`src/rtl/instruction_encoder.sv`:
```
// Packs ARM-style instruction field bundles into 32-bit words and writes them
// sequentially into an instruction-memory window. Optional macro: ENC_ERRCHK_EN.
module instruction_encoder #(
    parameter int ADDR_WIDTH = 6
) (
    input  logic                  clk,
    input  logic                  reset,
    input  logic                  clear,
    input  logic                  inValid,
    output logic                  inReady,
    input  logic [3:0]            cond,
    input  logic [4:0]            opcode,
    input  logic [3:0]            rn,
    input  logic [3:0]            rd,
    input  logic [3:0]            rm,
    input  logic                  immediateOperand,
    input  logic                  CPSRwrite,
    input  logic [1:0]            shiftType,
    input  logic [4:0]            rm_shift,
    input  logic [7:0]            immediateVal,
    input  logic [3:0]            rotateVal,
    input  logic [7:0]            rm_shiftSDT,
    input  logic [11:0]           immediateOffset,
    input  logic                  prePostAddOffset,
    input  logic                  upDownOffset,
    input  logic                  byteOrWord,
    input  logic                  writeBack,
    input  logic                  loadStore,
    input  logic                  linkBit,
    input  logic [23:0]           branchImmediate,
    output logic                  memWrEn,
    output logic [ADDR_WIDTH-1:0] memAddr,
    output logic [31:0]           memData,
    output logic [ADDR_WIDTH:0]   wordCount,
    output logic                  full,
    output logic                  error
);

    typedef enum logic [1:0] {IDLE, WRITE, FULL} state_t;

    localparam logic [ADDR_WIDTH:0] ONE   = {{ADDR_WIDTH{1'b0}}, 1'b1};
    localparam logic [ADDR_WIDTH:0] DEPTH = {1'b1, {ADDR_WIDTH{1'b0}}};

    state_t              state, state_nx;
    logic [31:0]         word_q, word_d;
    logic [ADDR_WIDTH:0] count_q;
    logic                accept, take;

    always_comb begin
        word_d = {cond, 28'h0000000};
        if (!opcode[4]) begin
            word_d = {cond, 2'b00, immediateOperand, opcode[3:0], CPSRwrite, rn, rd,
                      immediateOperand ? {rotateVal, immediateVal}
                                       : {rm_shift, shiftType, 1'b0, rm}};
        end else if (opcode == 5'b10000) begin
            word_d = {cond, 2'b01, immediateOperand, prePostAddOffset, upDownOffset,
                      byteOrWord, writeBack, loadStore, rn, rd,
                      immediateOperand ? {rm_shiftSDT, rm} : immediateOffset};
        end else if (opcode == 5'b10001) begin
            word_d = {cond, 3'b101, linkBit, branchImmediate};
        end
    end

    assign accept = (state == IDLE) && inValid && !clear;

`ifdef ENC_ERRCHK_EN
    logic illegal;
    logic error_q;
    assign illegal = opcode[4] && (opcode[3:1] != 3'b000);
    // Rejected opcodes are consumed but never leave IDLE, so the pointer holds.
    assign take    = accept && !illegal;
    assign error   = error_q;

    always_ff @(posedge clk) begin
        if (reset) begin
            error_q <= 1'b0;
        end else if (accept && illegal) begin
            error_q <= 1'b1;
        end
    end
`else
    assign take  = accept;
    assign error = 1'b0;
`endif

    always_comb begin
        state_nx = state;
        case (state)
            IDLE:    if (take) state_nx = WRITE;
            WRITE:   state_nx = (count_q == DEPTH - ONE) ? FULL : IDLE;
            FULL:    state_nx = FULL;
            default: state_nx = IDLE;
        endcase
        if (clear) state_nx = IDLE;
    end

    always_ff @(posedge clk) begin
        if (reset) begin
            state   <= IDLE;
            count_q <= '0;
            word_q  <= '0;
        end else begin
            state <= state_nx;
            if (clear) begin
                count_q <= '0;
            end else if (state == WRITE) begin
                count_q <= count_q + ONE;
            end
            if (take) word_q <= word_d;
        end
    end

    assign inReady   = (state == IDLE) && !clear && !reset;
    assign memWrEn   = (state == WRITE) && !clear && !reset;
    assign memAddr   = count_q[ADDR_WIDTH-1:0];
    assign memData   = memWrEn ? word_q : '0;
    assign wordCount = count_q;
    assign full      = (state == FULL);

endmodule

```
`config.mk`:
```
export PLATFORM = sky130hd
export DESIGN_NAME = instruction_encoder
export DESIGN_NICKNAME = d
export VERILOG_FILES = /design/src/rtl/instruction_encoder.sv
export SDC_FILE = /design/constraint.sdc
export NUM_CORES = 1
export LEC_CHECK = 0
export ABC_CLOCK_PERIOD_IN_PS = 1600
export BUFFER_PORTS_ARGS = -buffer_cell sky130_fd_sc_hd__buf_2
export CAP_MARGIN = 20
export CELL_PAD_IN_SITES_DETAIL_PLACEMENT = 0
export CELL_PAD_IN_SITES_GLOBAL_PLACEMENT = 1
export CORE_MARGIN = 1.5
export CORE_UTILIZATION = 27
export DETAILED_ROUTE_END_ITERATION = 10
export PLACE_DENSITY_LB_ADDON = 0.2
export SLEW_MARGIN = 20
export SYNTH_ARGS = -nofsm -noshare
export SYNTH_HDL_FRONTEND = slang
export SYNTH_SLANG_ARGS = --single-unit
```
`constraint.sdc`:
```
create_clock -name clk -period 1.6 [get_ports clk]
set_clock_uncertainty 0.1 [all_clocks]
set_input_delay 0.08 -clock clk [delete_from_list [all_inputs] [get_ports clk]]
set_output_delay 0.08 -clock clk [all_outputs]
set_load 0.03 [all_outputs]
```
# == Word level (Yosys, flattened, before mapping) ==
# Index checks and enable logic that the tools add are counted.
# totals
ff_bits,41
out_inout_bits,49
# op_classes
n_mux,9
n_eq_ne,6
n_reduce_logical,10
addsub,1
# ops
cell,n
2-to-1 mux 28 bit,3
2-to-1 mux 32 bit,1
2-to-1 mux 12 bit,2
"== test 5 bit, second input constant",2
"adder 7 x 1 -> 7 bit, second input constant",1
"== test 7 x 6 -> 1 bit, second input constant",1
logical AND 1 bit,6
case mux 2 bit (3 select lines),1
2-to-1 mux 2 bit,2
"== test 2 x 1 -> 1 bit, second input constant",1
"== test 2 bit, second input constant",1
zero test 1 bit,2
zero test 2 bit,1
"!= test 2 bit, second input constant",1
OR reduction 2 bit,1

# == Logic depth before layout (Yosys ltp) ==
# Gate-level depths: netlist of run 1.
# logic_depth
ltp_word,5
mapped_depth,6
ltp_nobuf,5

# == Worst setup path after synthesis of run 1 ==
# OpenSTA, ideal clock, no wires.
# synth_path
kind,input -> output
startpoint,input reset
endpoint,output memData[22]
path_slack_ns,-0.054
t_arrival_ns,1.474
n_path_buf,3
required_ns,1.420
cell_stages,6
path_cell_list,clkbuf_1 -> or2_1 -> buf_2 -> nor3b_2 -> buf_2 -> and2_1
# synth_between
elab_chain_len,3
# synth_rtl
element,line_no,source
"start, declared",7,"input logic reset,"
zero test 1 bit,114,assign memWrEn = (state == WRITE) && !clear && !reset;
logical AND 1 bit,114,
net memWrEn,31,"output logic memWrEn,"
2-to-1 mux 32 bit,116,assign memData = memWrEn ? word_q : '0;
"end, declared",33,"output logic [31:0] memData,"
# The timed path passes the listed nets, and every way through them passes these cells.

# == Final worst setup path of run 1 ==
# layout_path
startpoint,register state[1]
endpoint,output memData[7]
# layout_between
elab_chain_len,4
# layout_rtl
element,line_no,source
"start, declared",44,"state_t state, state_nx;"
"start signal, assigned",103,state <= state_nx;
== test 2 x 1 -> 1 bit,114,
logical AND 1 bit (2 in a row),114,
2-to-1 mux 32 bit,116,
# No other way between the ends.

==> flow_metrics.env, run 1 <==
export IMPL_outcome="finished with violations"
export IMPL_failed_checks="negative setup slack"
export IMPL_ys_async_sr_fraction=0
export IMPL_globalRouteOverflowTotal=0
export IMPL_postSynthRegisterBits=41
export IMPL_maxClockFrequency_mhz=586
export IMPL_min_delay_path_class="in2reg"
export IMPL_final_hold_viol_count=0
export IMPL_yosys_cell_count_top_type="sky130_fd_sc_hd__dfxtp_1"
export IMPL_min_period_over_period=1.07
export IMPL_max_cap_violations=0
export IMPL_first_pass_iters=4
export IMPL_cts_sinks=41
export IMPL_rsz0062_at_grt="true"
export IMPL_post_route_worst_setup_slack_ps=-105
export IMPL_wire_length_of_the_first_global_routing_pass_um=12800
export IMPL_wire_per_inst_um=14.9
export IMPL_placement_cell_area_um2=3450
export IMPL_floorplan_initialDensity=0.282
export IMPL_area_of_the_core_region_um2=8850
export IMPL_clock_insertion_delay_worst_skew_ps=290
export IMPL_routed_wirelength_um=8530
export IMPL_worst_path_max_delay_cell="sky130_fd_sc_hd__dfxtp_2"
export IMPL_netlist_top_cells_area="sky130_fd_sc_hd__dfxtp_1 33%, sky130_fd_sc_hd__and2_1 8.3%, sky130_fd_sc_hd__mux2i_1 5.2%, sky130_fd_sc_hd__a211oi_1 4.2%, sky130_fd_sc_hd__a221oi_1 4.2%"
export IMPL_reg2reg_setup_slack_ps=-50
export IMPL_cts_max_level=2
export IMPL_r2r_cells=7
export IMPL_timing_max_transition_violations_final=0
export IMPL_fin_crit_ps=1710
export IMPL_place_gp_congestion=0.774
export IMPL_timing_critical_path_from="state[1]$_SDFFE_PP0P_"
export IMPL_report_power_total_mw=2.40
export IMPL_die_y_um=99.1
export IMPL_tritoncts="done"
export IMPL_grt_max_degree=35
export IMPL_required_ps=1420
export IMPL_final_antenna_net_count=0
export IMPL_buf_inv_on_cp=4
export IMPL_grt_util_all_layers=0.165
export IMPL_detailedRoute_firstIterationViolations=62
export IMPL_synth_top_cell_by_area="sky130_fd_sc_hd__dfxtp_1"
export IMPL_reg2reg_from="state[1]$_SDFFE_PP0P_"
export IMPL_cts_inserted_buffers=5
export IMPL_initial_antenna_violation_count=1
export IMPL_postSynthCellCount=295
export IMPL_critical_path_reg2reg_endpoint="word_q[24]$_SDFFE_PP0P_"
export IMPL_leakagePower_nw=1.92
export IMPL_die_area_um2=9820
export IMPL_share_of_synthesized_area_occupied_by_flip_flops_and_latches=0.329
export IMPL_cts_reportedPaths_clkPinSlew_ps=90
export IMPL_share_of_layout_cells_above_drive_strength_1=0.596
export IMPL_path_max_fanout=12
export IMPL_ir_drop_uv=344
export IMPL_post_synth_cell_area_avg_um2=8.45
export IMPL_io_buffers=143
export IMPL_area_growth_pct=72.0
export IMPL_synth_yosys_warnings=0
export IMPL_antenna_cells=0
export IMPL_floorplan_rows=34
export IMPL_layout_cell_area_non_filler_um2=4290
export IMPL_cpLargestDelayFamily="buffers and inverters"
export IMPL_worst_setup_path_end_kind="output port"
export IMPL_postSynth_topFlopCell="sky130_fd_sc_hd__dfxtp_1"
export IMPL_synth_cell_types=42
export IMPL_worst_hold_slack_ps=11.1
export IMPL_final_setup_violations=42
export IMPL_min_delay_worst_endpoint="word_q[17]$_SDFFE_PP0P_"
export IMPL_synth_top_cells_by_count="41 x sky130_fd_sc_hd__dfxtp_1, 33 x sky130_fd_sc_hd__and2_1, 22 x sky130_fd_sc_hd__nand2_1"
export IMPL_cts_buffer_depth=2
export IMPL_grt_pass1_vias=2664
export IMPL_pre_cts_ws_ps=-50.9
export IMPL_final_core_utilization=0.484
export IMPL_max_stage_delay_ps=340
export IMPL_timing_critical_path_from_type="flip-flop"
export IMPL_floorplan_die_width_um=99.1
export IMPL_power_density_nw_per_um2=560
export IMPL_dr_total_vias=2741
export IMPL_fillcell_total=911
export IMPL_synth_fp_nets=392
export IMPL_synth_top_cell_area_share=0.329
export IMPL_worstHoldPathCells=3
export IMPL_layout_nets=559
export IMPL_post_syn_area_um2=2490
export IMPL_cp_most_frequent_cell="sky130_fd_sc_hd__buf_6"
export IMPL_place_hpwl_um=5770
export IMPL_cell_breakdown_of_the_critical_path="buf_6 -> nor3b_4 -> buf_6 -> buf_12 -> and2_4 -> buf_6"
export IMPL_cts_root_buf="sky130_fd_sc_hd__clkbuf_8"
export IMPL_worst_endpoint_arrival_ps=1530
export IMPL_number_of_flops_mapped_to_enable_cells_by_yosys=0
export IMPL_boundaryPins=145
export IMPL_routed_via_density=4.80
export IMPL_timing_worst_setup_path_type="reg2out"
export IMPL_route_detailed_drc=0
export IMPL_startpoint_of_the_lowest_slack_hold_path="branchImmediate[17]"
## repair_timing
action / 4_1_cts / 5_1_grt
endpoints found under the setup margin: 45 / 65
pin swaps: 7 / 21
hold endpoints to repair: 6 / 0
hold buffers: 6 / 0
resized for setup: 97 / 58
buffers inserted: 7 / 4
cloned: 2 / 5
## power breakdown
| part | internal (mW) | switching, mW | total, mW |
|---|---|---|---|
| registers | 1.06 | 0.0208 | 1.08 |
| logic | 0.280 | 0.265 | 0.544 |
| clock network | 0.391 | 0.382 | 0.773 |
## how the worst max path moves through the flow
stage | to | slack (ps) | cells past startpoint
after floorplan | state[1]$_SDFFE_PP0P_ | 8 | 5
after global placement | word_q[20]$_SDFFE_PP0P_ | -30 | 3
after detailed placement | word_q[20]$_SDFFE_PP0P_ | -50 | 3
after CTS | memData[1] | -110 | 6
after global routing | memData[4] | -170 | 6
final | memData[7] | -110 | 6
## layout make-up
class                   instances  area [um^2]  area share
multi-input cells             220         1740       0.407
repair buffers                192         1480       0.344
flip-flops and latches         41          823       0.192
well taps                     108          135      0.0315
clock buffers                   7         96.3      0.0225
inverters                       2         7.51     0.00175
clock inverters                 1         5.00     0.00117
## cell families (layout without fill, tap and decap cells)
| logic type | Yosys count | in the layout | synth area share |
|---|---|---|---|
| AOI/OAI and AO/OA | 75 | 75 | 0.225 |
| xor gates and xnor gates | 5 | 5 | 0.0176 |
| adders and majority gates | 1 | 1 | 0.00502 |
| buffers and inverters | 34 | 202 | 0.0758 |
| DFF | 41 | 41 | 0.329 |
| muxes | 15 | 15 | 0.0612 |
| other | 1 | 1 | 0.00150 |
| and+or+nand+nor | 123 | 123 | 0.285 |
## registers in the layout, summed over array words and instances (netlist names)
register   count
state          2
wordCount      7
word_q        32
## metal layers
layer | GRT usage | part of all wire | vias to the layer above
li1 | - | - | 1386
met1 | 0.208 | 0.45 | 1269
met2 | 0.284 | 0.49 | 80
met3 | 0.0362 | 0.049 | 6
met4 | 0.0433 | 0.011 | 0
met5 | 0 | 0 | -
## cell usage in the layout, fill, tap and decap left out, types with 5 or more instances in the layout
cell type,n
sky130_fd_sc_hd__mux2i_1,13
sky130_fd_sc_hd__nor2b_1,10
sky130_fd_sc_hd__a221oi_2,8
sky130_fd_sc_hd__a211oi_1,12
sky130_fd_sc_hd__buf_6,47
sky130_fd_sc_hd__clkbuf_8,7
sky130_fd_sc_hd__o21ai_1,9
sky130_fd_sc_hd__buf_12,5
sky130_fd_sc_hd__a21oi_1,17
sky130_fd_sc_hd__and2_4,26
sky130_fd_sc_hd__nand3b_1,11
sky130_fd_sc_hd__dlygate4sd3_1,6
sky130_fd_sc_hd__buf_4,22
sky130_fd_sc_hd__nand2_1,17
sky130_fd_sc_hd__o31ai_4,5
sky130_fd_sc_hd__buf_2,108
sky130_fd_sc_hd__nor2_1,18
sky130_fd_sc_hd__and2_2,5
sky130_fd_sc_hd__nor3_1,8
sky130_fd_sc_hd__dfxtp_1,39
## tightest hold or removal path: cells and delay by family
| kind | cells | cell delay (ps) |
|---|---|---|
| compound gates | 1 | 50 |
| buf+inv | 1 | 80 |
| simple gates | 1 | 150 |
## through the flow
stage	TNS (ps)	std cells
final	-2720	571
after global routing	-6390	571
after CTS	-2820	564
after detailed placement	-241	541
after global placement	-47.4	541
after floorplan	0	295
Power figures use the tool's default switching activity.
==> run 2, diff against run 1 <==
--- a/config.mk
+++ b/config.mk
@@ -5,13 +5,14 @@
 export SDC_FILE = /design/constraint.sdc
 export NUM_CORES = 1
 export LEC_CHECK = 0
-export ABC_CLOCK_PERIOD_IN_PS = 1600
+export ABC_AREA = 1
+export ABC_CLOCK_PERIOD_IN_PS = 1900
 export BUFFER_PORTS_ARGS = -buffer_cell sky130_fd_sc_hd__buf_2
 export CAP_MARGIN = 20
 export CELL_PAD_IN_SITES_DETAIL_PLACEMENT = 0
 export CELL_PAD_IN_SITES_GLOBAL_PLACEMENT = 1
 export CORE_MARGIN = 1.5
-export CORE_UTILIZATION = 27
+export CORE_UTILIZATION = 29
 export DETAILED_ROUTE_END_ITERATION = 10
 export PLACE_DENSITY_LB_ADDON = 0.2
 export SLEW_MARGIN = 20
==> constraint.sdc (replaced) <==
create_clock -name clk -period 1.9 [get_ports clk]
set_clock_uncertainty 0.1 [all_clocks]
set_input_delay 0.095 -clock clk [delete_from_list [all_inputs] [get_ports clk]]
set_output_delay 0.095 -clock clk [all_outputs]
set_load 0.03 [all_outputs]
==> run 2 against run 1 <==
Effect of this change:
- the run now ends clean
- core utilization decreased by 7.9 points
- non-clock buffer count decreased by 22
- global-route usage increased by 0.11 points
- critical path type is now in2out
- critical path depth up 2
- synthesized cell count up 51%
- combinational power fell by 21%
- sequential power fell by 15%
- critical endpoint is now memData[21]
- cell area shrank 13%
- final cell count is 23% higher
==> flow_metrics.env, run 2 <==
export IMPL_outcome="finished clean"
export IMPL_area_growth_pct=36.4
export IMPL_cell_breakdown_of_the_critical_path="dlygate4sd3_1 -> buf_2 -> nor2_4 -> inv_2 -> nor2_4 -> inv_6 -> nor2_2 -> clkbuf_4"
export IMPL_synth_top_cell_by_area="sky130_fd_sc_hd__dfxtp_1"
export IMPL_share_of_synthesized_area_occupied_by_flip_flops_and_latches=0.302
export IMPL_worst_setup_path_end_kind="output port"
export IMPL_min_delay_path_class="in2reg"
export IMPL_netlist_top_cells_area="sky130_fd_sc_hd__dfxtp_1 30%, sky130_fd_sc_hd__nand2_1 17%, sky130_fd_sc_hd__a21oi_1 9.4%, sky130_fd_sc_hd__nor2_1 7.6%, sky130_fd_sc_hd__inv_1 7.3%"
export IMPL_yosys_cell_count_top_type="sky130_fd_sc_hd__nand2_1"
export IMPL_synth_yosys_warnings=0
export IMPL_dp_cells=673
export IMPL_worst_path_max_delay_cell="sky130_fd_sc_hd__dlygate4sd3_1"
export IMPL_pre_cts_ws_ps=326
export IMPL_wire_length_of_the_first_global_routing_pass_um=13300
export IMPL_cts_buffer_depth=2
export IMPL_timing_max_transition_violations_final=0
export IMPL_first_pass_iters=5
export IMPL_floorplan_initialDensity=0.297
export IMPL_synth_top_cells_by_count="126 x sky130_fd_sc_hd__nand2_1, 55 x sky130_fd_sc_hd__nor2_1, 53 x sky130_fd_sc_hd__inv_1"
export IMPL_tritoncts="done"
export IMPL_maxClockFrequency_mhz=561
export IMPL_cts_root_buf="sky130_fd_sc_hd__clkbuf_8"
export IMPL_largest_register_ffs=32
export IMPL_floorplan_die_width_um=99.9
export IMPL_die_y_um=99.9
export IMPL_most_frequent_standard_cell_in_the_layout_excluding_fill_and_tap_cells="sky130_fd_sc_hd__buf_2"
export IMPL_globalRouteOverflowTotal=0
export IMPL_detailedRoute_firstIterationViolations=81
export IMPL_share_of_layout_cells_above_drive_strength_1=0.311
export IMPL_final_cells=702
export IMPL_min_period_over_period=0.938
export IMPL_timing_critical_path_from_type="primary input"
export IMPL_top_register="word_q"
export IMPL_area_of_the_core_region_um2=9150
export IMPL_grt_pass1_vias=2928
export IMPL_cts_sinks=41
export IMPL_synth_top_cell_area_share=0.302
export IMPL_timing_worst_setup_path_type="in2out"
export IMPL_postSynth_topFlopCell="sky130_fd_sc_hd__dfxtp_1"
export IMPL_ys_async_sr_fraction=0
export IMPL_synth_cell_types=24
export IMPL_worst_endpoint_arrival_ps=1590
export IMPL_cp_most_frequent_cell="sky130_fd_sc_hd__nor2_4"
export IMPL_fin_crit_ps=1780
export IMPL_path_max_fanout=32
export IMPL_routed_wirelength_um=8410
export IMPL_layout_nets=687
export IMPL_wire_per_inst_um=12.0
export IMPL_route_detailed_drc=0
export IMPL_final_cell_mix="136 x sky130_fd_sc_hd__buf_2, 126 x sky130_fd_sc_hd__nand2_1, 53 x sky130_fd_sc_hd__inv_1"
export IMPL_cts_max_level=2
export IMPL_power_density_nw_per_um2=514
export IMPL_cts_inserted_buffers=5
export IMPL_post_syn_area_um2=2720
export IMPL_io_buffers=143
export IMPL_dr_total_vias=3197
export IMPL_post_synth_cell_area_avg_um2=6.12
export IMPL_max_cap_violations=0
export IMPL_boundaryPins=145
export IMPL_postSynthRegisterBits=41
export IMPL_antenna_cells=0
export IMPL_post_route_worst_setup_slack_ps=118
export IMPL_synth_fp_nets=542
export IMPL_grt_util_all_layers=0.166
export IMPL_final_hold_viol_count=0
export IMPL_required_ps=1700
export IMPL_final_core_utilization=0.406
export IMPL_postSynthCellCount=445
export IMPL_max_stage_delay_ps=540
export IMPL_layout_cell_area_non_filler_um2=3710
export IMPL_leakagePower_nw=1.84
export IMPL_postCtsSetupRepairBufs=0
export IMPL_place_gp_congestion=0.813
export IMPL_final_antenna_net_count=0
export IMPL_number_of_flops_mapped_to_enable_cells_by_yosys=0
export IMPL_cts_reportedPaths_clkPinSlew_ps=80
export IMPL_grt_max_degree=37
export IMPL_place_hpwl_um=6200
export IMPL_die_area_um2=9970
export IMPL_initial_antenna_violation_count=0
export IMPL_placement_cell_area_um2=3380
export IMPL_clock_insertion_delay_worst_skew_ps=300
export IMPL_final_sum_of_negative_setup_slack_ps=0
export IMPL_routed_via_density=4.55
export IMPL_floorplan_rows=35
export IMPL_ir_drop_uv=234
export IMPL_final_setup_violations=0
export IMPL_rsz0062_at_grt="false"
==> run 2: logic make-up after synthesis <==
| group | synth area share |
|---|---|
| AND/OR/NAND/NOR | 0.388 |
| other | 0.00138 |
| flip-flops | 0.302 |
| buffers and inverters | 0.170 |
| AO/OA/AOI/OAI | 0.135 |
| adder cells (fa/ha/maj) | 0.00460 |
==> run 2: worst paths after layout <==
kind | start | to | slack [ps] | cells after the start
min reg2reg | word_q[30]$_SDFFE_PP0P_ | word_q[30]$_SDFFE_PP0P_ | 360 | 2
min | rd[3] | word_q[15]$_SDFFE_PP0P_ | 0.05 | 5
max | reset | memData[21] | 120 | 8
max reg2reg | state[1]$_SDFFE_PP0P_ | word_q[6]$_SDFFE_PP0P_ | 390 | 6
==> run 2: worst max-delay path, delay by kind of cell <==
family / cells / cell delay [ps]
buffers and inverters: 5 / 1090
and+or+nand+nor: 3 / 380
==> run 2: layout make-up <==
| cell class | instances | area (um^2) |
|---|---|---|
| Timing Repair Buffer | 170 | 988 |
| Tap cell | 111 | 139 |
| Clock buffer | 6 | 72.6 |
| Clock inverter | 2 | 10.0 |
| Sequential cell | 41 | 821 |
| Multi-Input combinational cell | 312 | 1450 |
| Inverter | 60 | 230 |
| Fill cell | 1042 | 5440 |
==> run 2: layer usage <==
| metal | share of wire | wire [um] | GRT usage |
|---|---|---|---|
| met5 | 0 | 0 | 0 |
| met1 | 0.42 | 3570 | 0.197 |
| met4 | 0.021 | 178 | 0.0553 |
| met3 | 0.051 | 428 | 0.0327 |
| met2 | 0.50 | 4240 | 0.297 |
==> run 2: power breakdown <==
| part | internal, mW | total [mW] | switching, mW |
|---|---|---|---|
| logic | 0.188 | 0.432 | 0.244 |
| clock network | 0.255 | 0.560 | 0.305 |
| registers | 0.901 | 0.916 | 0.0153 |
==> run 2: per-stage QoR <==
step	total power [mW]	hold WS (ps)
floorplan	1.19	142
global placement	1.33	280
detailed placement	1.34	287
CTS	1.93	0.560
global route	2.02	21.0
finish	1.91	0.0488
==> run 2: timing repair <==
item,4_1_cts,5_1_grt
hold buffers,21,0
hold endpoints to repair,16,0
gates resized for setup,1,15
endpoints found under the setup margin,2,14
==> run 3, diff against run 2 <==
--- a/config.mk
+++ b/config.mk
@@ -10,11 +10,12 @@
 export BUFFER_PORTS_ARGS = -buffer_cell sky130_fd_sc_hd__buf_2
 export CAP_MARGIN = 20
 export CELL_PAD_IN_SITES_DETAIL_PLACEMENT = 0
-export CELL_PAD_IN_SITES_GLOBAL_PLACEMENT = 1
+export CELL_PAD_IN_SITES_GLOBAL_PLACEMENT = 2
 export CORE_MARGIN = 1.5
-export CORE_UTILIZATION = 29
+export CORE_UTILIZATION = 22
 export DETAILED_ROUTE_END_ITERATION = 10
 export PLACE_DENSITY_LB_ADDON = 0.2
+export SKIP_LAST_GASP = 1
 export SLEW_MARGIN = 20
 export SYNTH_ARGS = -nofsm -noshare
 export SYNTH_HDL_FRONTEND = slang
==> run 3 against run 2 <==
Effect of this change:
- sequential share of layout area up 0.49 points
- maximum frequency up 5.8%
- combinational power down 6.0%
- critical endpoint is now memData[22]
- highest routed layer unchanged
==> flow_metrics.env, run 3 (synthesis gave the netlist of run 2 again) <==
export IMPL_final_hold_viol_count=0
export IMPL_globalRouteOverflowTotal=0
export IMPL_cts_buffer_depth=2
export IMPL_outcome="finished clean"
export IMPL_cts_max_level=2
export IMPL_boundaryPins=145
export IMPL_routed_via_density=4.18
export IMPL_dr_total_vias=3092
export IMPL_first_pass_iters=4
export IMPL_grt_util_all_layers=0.142
export IMPL_final_setup_violations=0
export IMPL_most_frequent_standard_cell_in_the_layout_excluding_fill_and_tap_cells="sky130_fd_sc_hd__buf_2"
export IMPL_fin_crit_ps=1680
export IMPL_final_core_utilization=0.301
export IMPL_cts_inserted_buffers=5
export IMPL_top_register="word_q"
export IMPL_cell_breakdown_of_the_critical_path="inv_1 -> nand2_2 -> nor2_4 -> inv_4 -> nor2_1 -> buf_2"
export IMPL_antenna_cells=0
export IMPL_wire_length_of_the_first_global_routing_pass_um=14900
export IMPL_min_period_over_period=0.886
export IMPL_cts_reportedPaths_clkPinSlew_ps=60
export IMPL_required_ps=1700
export IMPL_die_y_um=114
export IMPL_clock_insertion_delay_worst_skew_ps=280
export IMPL_io_buffers=143
export IMPL_share_of_layout_cells_above_drive_strength_1=0.311
export IMPL_path_max_fanout=32
export IMPL_max_stage_delay_ps=320
export IMPL_largest_register_ffs=32
export IMPL_area_of_the_core_region_um2=12100
export IMPL_worst_setup_path_end_kind="output port"
export IMPL_route_detailed_drc=0
export IMPL_cts_sinks=41
export IMPL_worst_endpoint_arrival_ps=1490
export IMPL_dp_cells=729
export IMPL_wire_per_inst_um=12.2
export IMPL_die_area_um2=13000
export IMPL_leakagePower_nw=1.79
export IMPL_max_cap_violations=0
export IMPL_worst_path_max_delay_cell="sky130_fd_sc_hd__dfxtp_1"
export IMPL_final_cells=740
export IMPL_postCtsSetupRepairBufs=0
export IMPL_timing_max_transition_violations_final=0
export IMPL_routed_wirelength_um=9030
export IMPL_min_delay_path_class="in2reg"
export IMPL_final_cell_mix="143 x sky130_fd_sc_hd__buf_2, 126 x sky130_fd_sc_hd__nand2_1, 55 x sky130_fd_sc_hd__nor2_1"
export IMPL_floorplan_initialDensity=0.226
export IMPL_report_power_total_mw=2.14
export IMPL_initial_antenna_violation_count=0
export IMPL_power_density_nw_per_um2=589
export IMPL_grt_max_degree=50
export IMPL_rsz0062_at_grt="false"
export IMPL_grt_pass1_vias=3190
export IMPL_layout_nets=668
export IMPL_maxClockFrequency_mhz=594
export IMPL_timing_worst_setup_path_type="reg2out"
export IMPL_cts_root_buf="sky130_fd_sc_hd__clkbuf_16"
export IMPL_floorplan_die_width_um=114
export IMPL_final_sum_of_negative_setup_slack_ps=0
export IMPL_detailedRoute_firstIterationViolations=134
export IMPL_timing_critical_path_from_type="flip-flop"
export IMPL_place_gp_congestion=0.735
export IMPL_area_growth_pct=33.5
export IMPL_final_antenna_net_count=0
export IMPL_floorplan_rows=40
export IMPL_place_hpwl_um=6760
export IMPL_ir_drop_uv=287
export IMPL_tritoncts="done"
-- run 3: cell count changes in the layout (fill, tap and decap cells not counted), moves of 4 or more --
cell and change:
sky130_fd_sc_hd__buf_2 +7, sky130_fd_sc_hd__dlygate4sd3_1 -18, sky130_fd_sc_hd__clkbuf_16 +5, sky130_fd_sc_hd__nor2_2 -5, sky130_fd_sc_hd__clkbuf_8 -5, sky130_fd_sc_hd__buf_4 -4
sky130_fd_sc_hd__nor2_1 +5, sky130_fd_sc_hd__clkbuf_4 -5
-- run 3: final timing paths --
| check | start | to | slack (ps) | cells after the start |
|---|---|---|---|---|
| max | state[1]$_SDFFE_PP0P_ | memData[22] | 220 | 6 |
| max reg2reg | state[1]$_SDFFE_PP0P_ | word_q[6]$_SDFFE_PP0P_ | 320 | 7 |
| min | branchImmediate[17] | word_q[17]$_SDFFE_PP0P_ | 5 | 5 |
| min reg2reg | word_q[29]$_SDFFE_PP0P_ | word_q[29]$_SDFFE_PP0P_ | 360 | 2 |
-- run 3: through the flow --
step                hold slack, ps  instance area [um^2]  worst slack (ps)
global placement               278                  3460               333
detailed placement             284                  3460               316
finish                        5.39                  3630               216
CTS                           2.49                  3630              1.13
global route                  14.1                  3630              80.6
floorplan                      142                  2720               353
-- run 3: area by class of cell --
type                       count  area [um^2]
timing repair buffer         151          796
tap                          168          210
clock buffer                   6          129
inverter                      60          228
multi-input combinational    312         1440
sequential                    41          821
fill                        1402         8430
clock inverter                 2         10.0
-- run 3: where the power goes --
part | internal, mW | switching (mW)
clock network | 0.482 | 0.332
logic | 0.165 | 0.242
registers | 0.902 | 0.0159
-- run 3: metal layers --
metal | up-vias | part of all wire | GRT usage | routed length (um)
met5 | - | 0 | 0 | 0
met4 | 0 | 0.012 | 0.0300 | 112
met3 | 11 | 0.042 | 0.0312 | 380
met2 | 69 | 0.51 | 0.272 | 4620
met1 | 1375 | 0.43 | 0.161 | 3920
li1 | 1637 | - | - | -
-- run 3: timing repair --
item                       4_1_cts  5_1_grt
hold buffers                     3        0
hold endpoints to repair         3        0
setup endpoints to repair        0       32
gates resized for setup          0        2
-- run 3: critical path: cells and delay by family (launching register included) --
family | cells | cell delay (ps)
buffers and inverters | 3 | 440
DFF | 1 | 320
and+or+nand+nor | 3 | 440
